<file path="src/rtl/param_dram_ctrl.sv">
// Single-bank DRAM controller model with an open-row policy, periodic refresh and a
// row-hit statistic. One request is outstanding at a time; read data returns as a one-cycle pulse.
module param_dram_ctrl #(
  parameter int unsigned DATA_W  = 8,
  parameter int unsigned ROW_W   = 4,
  parameter int unsigned COL_W   = 4,
  parameter int unsigned T_RCD   = 2,
  parameter int unsigned T_RP    = 2,
  parameter int unsigned T_RFC   = 4,
  parameter int unsigned REF_INT = 64
) (
  input  logic                   clk,
  input  logic                   rst,
  input  logic                   req_valid,
  output logic                   req_ready,
  input  logic                   req_we,
  input  logic [ROW_W+COL_W-1:0] req_addr,
  input  logic [DATA_W-1:0]      req_wdata,
  output logic                   rsp_valid,
  output logic [DATA_W-1:0]      rsp_rdata,
  output logic                   row_open,
  output logic [ROW_W-1:0]       open_row,
  output logic [15:0]            stat_hits
);

  localparam int unsigned ADDR_W = ROW_W + COL_W;
  localparam int unsigned T_MAX1 = (T_RCD > T_RP) ? T_RCD : T_RP;
  localparam int unsigned T_MAX  = (T_MAX1 > T_RFC) ? T_MAX1 : T_RFC;
  localparam int unsigned TMR_W  = (T_MAX > 1) ? $clog2(T_MAX) : 1;
  localparam int unsigned REF_W  = $clog2(REF_INT);

  typedef enum logic [2:0] {StIdle, StPrecharge, StActivate, StAccess, StRefresh} state_e;

  state_e              state_q, state_d;
  logic [TMR_W-1:0]    tmr_q, tmr_d;
  logic                tmr_done;
  logic [REF_W-1:0]    ref_cnt_q;
  logic                ref_pend_q;
  logic                for_ref_q;
  logic                we_q;
  logic [ADDR_W-1:0]   addr_q;
  logic [DATA_W-1:0]   wdata_q;
  logic [DATA_W-1:0]   mem [2**ADDR_W];
  logic                accept;
  logic                hit;
  logic                ref_wrap;

  assign accept   = req_valid && req_ready;
  assign hit      = row_open && (open_row == req_addr[ADDR_W-1:COL_W]);
  assign ref_wrap = (ref_cnt_q == REF_W'(REF_INT - 1));

  always_comb begin
    tmr_done = 1'b0;
    unique case (state_q)
      StPrecharge: tmr_done = (tmr_q == TMR_W'(T_RP - 1));
      StActivate:  tmr_done = (tmr_q == TMR_W'(T_RCD - 1));
      StRefresh:   tmr_done = (tmr_q == TMR_W'(T_RFC - 1));
      default:     tmr_done = 1'b0;
    endcase
  end

  // State register
  always_ff @(posedge clk) begin
    if (rst) begin
      state_q <= StIdle;
      tmr_q   <= '0;
    end else begin
      state_q <= state_d;
      tmr_q   <= tmr_d;
    end
  end

  // Next-state logic; refresh has priority in IDLE because req_ready is low while it is pending
  always_comb begin
    state_d = state_q;
    unique case (state_q)
      StIdle: begin
        if (ref_pend_q) begin
          state_d = row_open ? StPrecharge : StRefresh;
        end else if (req_valid) begin
          if (hit)            state_d = StAccess;
          else if (!row_open) state_d = StActivate;
          else                state_d = StPrecharge;
        end
      end
      StPrecharge: if (tmr_done) state_d = for_ref_q ? StRefresh : StActivate;
      StActivate:  if (tmr_done) state_d = StAccess;
      StAccess:    state_d = StIdle;
      StRefresh:   if (tmr_done) state_d = StIdle;
      default:     state_d = StIdle;
    endcase
    tmr_d = (state_d != state_q || state_q == StIdle) ? '0 : tmr_q + TMR_W'(1);
  end

  // Outputs decoded from state
  always_comb begin
    req_ready = (state_q == StIdle) && !ref_pend_q;
  end

  always_ff @(posedge clk) begin
    if (rst) begin
      ref_cnt_q  <= '0;
      ref_pend_q <= 1'b0;
      for_ref_q  <= 1'b0;
      we_q       <= 1'b0;
      addr_q     <= '0;
      wdata_q    <= '0;
      row_open   <= 1'b0;
      open_row   <= '0;
      rsp_valid  <= 1'b0;
      rsp_rdata  <= '0;
      stat_hits  <= '0;
    end else begin
      ref_cnt_q <= ref_wrap ? '0 : ref_cnt_q + REF_W'(1);
      // A wrap wins over the clear so a refresh is never silently dropped
      if (ref_wrap)                              ref_pend_q <= 1'b1;
      else if (state_q == StRefresh && tmr_done) ref_pend_q <= 1'b0;
      if (state_q == StIdle) for_ref_q <= ref_pend_q;
      if (accept) begin
        we_q    <= req_we;
        addr_q  <= req_addr;
        wdata_q <= req_wdata;
        if (hit && stat_hits != 16'hFFFF) stat_hits <= stat_hits + 16'd1;
      end
      if (state_q == StPrecharge || state_q == StRefresh) row_open <= 1'b0;
      if (state_q == StActivate && tmr_done) begin
        row_open <= 1'b1;
        open_row <= addr_q[ADDR_W-1:COL_W];
      end
      rsp_valid <= (state_q == StAccess) && !we_q;
      if (state_q == StAccess && !we_q) rsp_rdata <= mem[addr_q];
    end
  end

  // Storage is deliberately outside the reset domain
  always_ff @(posedge clk) begin
    if (!rst && state_q == StAccess && we_q) mem[addr_q] <= wdata_q;
  end

endmodule

</file>
<file path="config.mk">
export PLATFORM = sky130hd
export DESIGN_NAME = param_dram_ctrl
export DESIGN_NICKNAME = d
export VERILOG_FILES = /design/src/rtl/param_dram_ctrl.sv
export SDC_FILE = /design/constraint.sdc
export NUM_CORES = 2
export LEC_CHECK = 0
export ABC_AREA = 1
export CAP_MARGIN = 15
export CELL_PAD_IN_SITES_DETAIL_PLACEMENT = 1
export CELL_PAD_IN_SITES_GLOBAL_PLACEMENT = 2
export CORE_AREA = 3 3 444 446
export DETAILED_ROUTE_END_ITERATION = 10
export DIE_AREA = 0 0 447 449
export PLACE_DENSITY = 0.86
export SETUP_SLACK_MARGIN = 0.1
export SYNTH_ARGS = -nofsm -noshare
export SYNTH_HDL_FRONTEND = slang
export SYNTH_SLANG_ARGS = --single-unit
</file>
<file path="constraint.sdc">
create_clock -name clk -period 9.35 [get_ports clk]
set_input_delay 0.935 -clock clk [delete_from_list [all_inputs] [get_ports clk]]
set_output_delay 0.935 -clock clk [all_outputs]
set_load 0.02 [all_outputs]
</file>
-- After elaboration in Yosys (flattened, before gate mapping)
Memory sizes are Yosys's and may differ from the RTL's. A register that Yosys moved wholly into a read port is not among the register bits.
Index checks and enable logic that the tools add are counted.
W data, S select, Z words.
- flip-flop bits (word level): 52
- bits in latches: 0
- bits in writable memories: 2048
- bits in read-only memories: 0
- input bits: 20
- output and inout bits: 31
- logic and storage cells: 64
- memories: 1
- add/sub/neg operators: 3
- multiply operators: 0
- div/mod/pow operators: 0
- magnitude comparators: 0
- equality and inequality tests: 10
- shift operators: 0
- mux-type cells: 17
- bitwise gates (word level): 0
- reductions and logical operators: 21
- memories (memory ; words ; width ; read ports ; clocked after memory_dff ; write ports ; RTL line ; RTL):
    mem ; 256 ; 8 ; 1 ; 1 ; 1 ; 43 ; logic [DATA_W-1:0] mem [2**ADDR_W];
- operator list (cell ; number):
    $mux W3 ; 7
    $add A16 B1 Y16 const B ; 1
    $ne A16 B16 Y1 const B ; 1
    $pmux W3 S4 ; 1
    $logic_and A1 B1 Y1 ; 9
    $add A6 B1 Y6 const B ; 1
    $eq A3 B2 Y1 const B ; 2
    $eq A6 B6 Y1 const B ; 1
    $mux W1 ; 6
    $reduce_or A2 Y1 ; 3
    $eq A4 B4 Y1 ; 1
    $mux W2 ; 2
    $reduce_bool A2 Y1 ; 2
    $eq A3 B1 Y1 const B ; 1
    $eq A3 B3 Y1 const B ; 1
    $logic_not A1 Y1 ; 3
    $logic_not A3 Y1 ; 1
    $ne A3 B3 Y1 ; 1
    $add A2 B1 Y2 const B ; 1
    $eq A2 B1 Y1 const B ; 1
    $eq A2 B2 Y1 const B ; 1
    $logic_or A1 B1 Y1 ; 2
    $pmux W1 S2 ; 1
    $reduce_and A2 Y1 ; 1

-- Longest topological paths before layout
- depth in word-level cells: 9
- depth in mapped cells: 17
- gate-level depth less buffers: 15

-- Worst setup path after synthesis
Ideal clock, no wire load.
- kind: reg-to-reg
- start: register wdata_q[0]
- end: memory mem[0][0], data pin
- setup time: 0.856 ns
- arrival: 3.397 ns
- required time: 8.494 ns
- slack: 5.097 ns
- stages on the path, launching flop included: 1
- buffers on the path: 0
- period minus slack after synthesis: 4.253 ns
- cell sequence: dfxtp_1
- RTL lines (element ; RTL line ; RTL):
    start: declaration ; 42 ; logic [DATA_W-1:0] wdata_q;
    start signal: assignment ; 122 ; wdata_q <= req_wdata;
    end: declaration ; 43 ;
Straight into the memory's write port.

==> metrics.txt <==
# TYPE chip_impl_metric gauge
chip_impl_info{name="unrepaired_setup_endpoints_after_global_routing",value="false"} 1
chip_impl_metric{name="period_share",unit="%"} 51.7
chip_impl_info{name="ys_top_cells_by_count",value="nand2_1 (4593), edfxtp_1 (2048), nor2_1 (634)"} 1
chip_impl_metric{name="hold_viol_final",unit=""} 0
chip_impl_metric{name="grt_antenna_before_repair",unit=""} 6
chip_impl_metric{name="netlist-cell-type-count",unit=""} 32
chip_impl_info{name="critPathTopFamily",value="buffers and inverters"} 1
chip_impl_metric{name="design.final.nets",unit=""} 8201
chip_impl_info{name="cpMostUsedCell",value="nand2_1"} 1
chip_impl_metric{name="multiInputGateArea",unit="sq mm"} 0.0221
chip_impl_info{name="synthMostInstantiatedCell",value="nand2_1"} 1
chip_impl_metric{name="grt_pass1_wl",unit="um"} 398000
chip_impl_metric{name="cts.reportedPaths.clkPinSlew",unit="ns"} 0.06
chip_impl_metric{name="synth_edf_count",unit=""} 2048
chip_impl_info{name="synth_area_leaders",value="edfxtp_1 (71%), nand2_1 (20%), nor2_1 (2.7%), dfxtp_1 (1.4%), nand3_1 (0.89%)"} 1
chip_impl_metric{name="avgViaCountPerCell",unit=""} 5.46
chip_impl_metric{name="yosys_warn_count",unit=""} 0
chip_impl_metric{name="fin_worst_hold_slack",unit="ns"} 0.473
chip_impl_metric{name="transition_time_of_the_tightest_slew_check_pin",unit="ns"} 1.24
chip_impl_metric{name="io-pin-count",unit=""} 51
chip_impl_metric{name="yosys.area.top_type_share",unit="%"} 70.8
chip_impl_metric{name="final_util",unit="%"} 50.0
chip_impl_metric{name="worst_skew_pair.late_latency",unit="ns"} 0.85
chip_impl_metric{name="rows",unit=""} 161
chip_impl_metric{name="fmaxAchievable",unit="MHz"} 207
chip_impl_metric{name="dpl.hpwl",unit="um"} 152000
chip_impl_info{name="timing.critical_path.cells",value="inv_8, buf_4, buf_4, nand2_1, nand2_1, nand2_1, nand3_1, nand2_1, nand2_1, nor2_1, nor2_1, nor2_1, nand2_1, nand2_1, nand3_1, nor2_1, nor2_1"} 1
chip_impl_metric{name="clock_group_share_of_total_power",unit="%"} 41.1
chip_impl_metric{name="met1_usage",unit="%"} 36.1
chip_impl_metric{name="synth.ff_latch_count",unit=""} 2108
chip_impl_metric{name="synth_fa_ha_area_share",unit="%"} 0.0288
chip_impl_metric{name="vias_in_the_first_global_route",unit=""} 61930
chip_impl_metric{name="yosys.area_share.simple",unit="%"} 24.0
chip_impl_metric{name="post_cts.resized_instances",unit=""} 0
chip_impl_metric{name="core_area",unit="sq mm"} 0.193
chip_impl_metric{name="port_bufs",unit=""} 50
chip_impl_metric{name="area_growth",unit="%"} 11.1
chip_impl_metric{name="crit_arrival",unit="ns"} 5.60
chip_impl_metric{name="synthesis.instances",unit=""} 8247
chip_impl_metric{name="dieArea",unit="sq mm"} 0.201
chip_impl_info{name="cp-start-kind",value="register"} 1
chip_impl_info{name="gr-max-usage-layer",value="met2"} 1
chip_impl_metric{name="drt_iter0_drc",unit=""} 5498
chip_impl_info{name="tritoncts",value="built"} 1
chip_impl_metric{name="dpl.cell_count",unit=""} 10488
chip_impl_metric{name="finalSetupViolations",unit=""} 0
chip_impl_metric{name="p_total",unit="mW"} 21.1
chip_impl_info{name="worstSetupPathType",value="register to register"} 1
chip_impl_metric{name="synth_xor_xnor_area_share",unit="%"} 0.0605
chip_impl_info{name="post_synthesis_cell_type_with_the_largest_combined_area",value="edfxtp_1"} 1
chip_impl_info{name="clock_tree.root_cell",value="clkbuf_16"} 1
chip_impl_metric{name="synth_compound_area_share",unit="%"} 1.21
chip_impl_metric{name="cellPowerDensity",unit="mW/mm^2"} 219
chip_impl_metric{name="netlist_area",unit="sq mm"} 0.0869
chip_impl_metric{name="worstPathRequired",unit="ns"} 10.12
chip_impl_metric{name="postRouteAntennaNets",unit=""} 0
chip_impl_metric{name="routed-via-count",unit=""} 59428
chip_impl_metric{name="cts_buffer_depth",unit=""} 3
chip_impl_metric{name="slew_headroom",unit="%"} 17.2
chip_impl_metric{name="post_layout_min_period",unit="ns"} 4.84
chip_impl_metric{name="tns",unit="ns"} 0
chip_impl_metric{name="p_int",unit="mW"} 15.8
chip_impl_metric{name="synth_fp_nets",unit=""} 8269
chip_impl_metric{name="cp.buffers_inverters",unit=""} 3
chip_impl_metric{name="critical_path.max_stage_delay",unit="ns"} 0.80
chip_impl_info{name="hold_class",value="register to register"} 1
chip_impl_metric{name="die_width",unit="um"} 447
chip_impl_metric{name="gp_routability_congestion",unit=""} 0.863
chip_impl_metric{name="grt_start_max_net_pins",unit=""} 176
chip_impl_metric{name="vdd_ir_drop_max",unit="V"} 0.000184
chip_impl_metric{name="drcViolationCount",unit=""} 0
chip_impl_metric{name="effective_utilization_at_floorplan",unit="%"} 45.0
chip_impl_metric{name="seqPwrFrac",unit="%"} 49.6
chip_impl_info{name="worst_setup_path_end_kind",value="register"} 1
chip_impl_metric{name="cts_max_level",unit=""} 4
chip_impl_metric{name="sw_frac_of_total",unit="%"} 24.9
chip_impl_info{name="run_status",value="completed"} 1
chip_impl_metric{name="postCtsSetupBuffers",unit=""} 0
chip_impl_metric{name="grt-ovfl-total",unit=""} 0
chip_impl_metric{name="clock_sink_count",unit=""} 2108
chip_impl_metric{name="critical_path_peak_fanout",unit=""} 157
chip_impl_metric{name="layout.filler_cells",unit=""} 20655
chip_impl_metric{name="fp.dieH",unit="um"} 449
chip_impl_info{name="largest_family_of_logic_cells_by_synthesized_area",value="simple AND/OR/NAND/NOR gates"} 1
chip_impl_metric{name="fin_worst_skew",unit="ns"} 0.0253
chip_impl_metric{name="avgRoutedWirePerCell",unit="um"} 24.7
chip_impl_metric{name="cts_inserted_buffers",unit=""} 215
chip_impl_metric{name="avgSynthCellArea",unit="sq um"} 10.5
chip_impl_metric{name="grt_util_met2",unit="%"} 43.9
chip_impl_metric{name="rrSetupSlack",unit="ns"} 4.51
chip_impl_metric{name="max_cap_viol_count",unit=""} 0
chip_impl_metric{name="ys_async_sr_fraction",unit="%"} 0
chip_impl_metric{name="ff_latch_area",unit="sq mm"} 0.0627
chip_impl_info{name="critical_path.slowest_cell",value="buf_4"} 1
chip_impl_metric{name="drt_pass_1_iters",unit=""} 6
chip_impl_info{name="postSynth.topFlopCell",value="edfxtp_1"} 1
chip_impl_metric{name="final-max-slew-violation-count",unit=""} 0
chip_impl_metric{name="grt_use_met3",unit="%"} 3.48
chip_impl_metric{name="synth_sequential_area_ratio",unit="%"} 72.2
chip_impl_metric{name="final_cells",unit=""} 10888
chip_impl_metric{name="wirelength",unit="um"} 268000
chip_impl_metric{name="power.combinational.fraction",unit="%"} 9.3
chip_impl_metric{name="cts_hold_buf",unit=""} 0
chip_impl_metric{name="portion_of_netlist_area_occupied_by_mux_cells",unit="%"} 0
chip_impl_metric{name="final_layout_size_suffix_gt1_share",unit="%"} 5.04
chip_impl_metric{name="total_leakage_power",unit="nW"} 37.2
chip_impl_metric{name="power.net_switching",unit="mW"} 5.25
chip_impl_metric{name="gr_util_all_layers",unit="%"} 26.5
[logic make-up (layout without fill, tap and decap cells)]
family | after synthesis | in the layout
flops | 2108 | 2108
buf+inv | 467 | 578
other cells | 0 | 4
fa+ha+maj | 2 | 2
compound gates | 204 | 204
simple gates | 5460 | 5460
xor+xnor | 6 | 6
[area by class of cell]
| type | count | share of cell area [%] |
|---|---|---|
| clock inverters | 121 | 1.27 |
| well taps | 2526 | 3.27 |
| repair buffers | 133 | 1.32 |
| inverters | 49 | 0.228 |
| flip-flops and latches | 2108 | 65.0 |
| multi-input cells | 5672 | 22.9 |
| clock buffers | 275 | 6.01 |
| diodes | 4 | 0.0104 |
[layout by cell type (no fill, tap or decap), drive strengths merged, types with 2 or more instances in the layout]
cell / netlist / routed
a21boi: 2 / 2
a21oi: 100 / 100
a31oi: 4 / 4
and3: 3 / 3
buf: 232 / 83
bufinv: 0 / 24
clkbuf: 186 / 275
clkdlybuf4s50: 0 / 50
clkinv: 2 / 81
clkinvlp: 0 / 10
dfxtp: 60 / 60
diode: 0 / 4
edfxtp: 2048 / 2048
ha: 2 / 2
inv: 47 / 55
nand2: 4593 / 4593
nand3: 155 / 155
nand4: 54 / 54
nor2: 639 / 639
nor3: 14 / 14
o21a: 5 / 5
o21ai: 91 / 91
xnor2: 2 / 2
xor2: 4 / 4
[power by group through the flow]
stage                     Combinational, mW  Clock (mW)  Sequential [mW]
after floorplan                        1.07           0             10.7
after global placement                 1.90           0             10.7
after detailed placement               1.93           0             10.7
after CTS                              1.95        8.79             10.5
after global routing                   2.14        9.16             10.5
final                                  1.96        8.67             10.5
[worst reg2reg max path: stages, from the launching register on]
cell	delay [ns]
dfxtp_4	0.46
inv_8	0.76
buf_4	1.00
buf_4	0.81
nand2_1	0.14
nand2_1	0.09
nand2_1	0.09
nand3_1	0.16
nand2_1	0.07
nand2_1	0.14
nor2_1	0.08
nor2_1	0.34
nor2_1	0.14
nand2_1	0.10
nand2_1	0.09
nand3_1	0.15
nor2_1	0.06
nor2_1	0.10
[path summary, 6_finish.rpt]
check                            startpoint                   endpoint  cells past startpoint
setup / recovery     addr_q[0]$_SDFFE_PP0P_  rsp_rdata[7]$_SDFFE_PP0P_                     17
hold / removal    stat_hits[4]$_SDFFE_PP0P_  stat_hits[4]$_SDFFE_PP0P_                      2
setup reg to reg     addr_q[0]$_SDFFE_PP0P_  rsp_rdata[7]$_SDFFE_PP0P_                     17
hold reg to reg   stat_hits[4]$_SDFFE_PP0P_  stat_hits[4]$_SDFFE_PP0P_                      2
[layer usage]
metal	vias up	share of wire [%]
li1	27011	-
met1	30142	43
met2	1826	48
met3	449	5.9
met4	0	3.7
met5	-	0
[registers in the layout, indices dropped and copies added (netlist names)]
register / count
wdata_q: 8
we_q: 1
stat_hits: 16
mem: 2048
open_row: 4
rsp_valid: 1
state_q: 3
ref_pend_q: 1
ref_cnt_q: 6
for_ref_q: 1
rsp_rdata: 8
row_open: 1
tmr_q: 2
addr_q: 8
[per-stage QoR]
step           worst slack [ns]  area, sq um
5_1_grt                    4.21        96500
4_1_cts                    4.61        96500
3_5_place_dp               4.47        89500
6_report                   4.51        96500
2_1_floorplan              5.10        86900
3_3_place_gp               4.49        89500
Power figures use the tool's default switching activity.
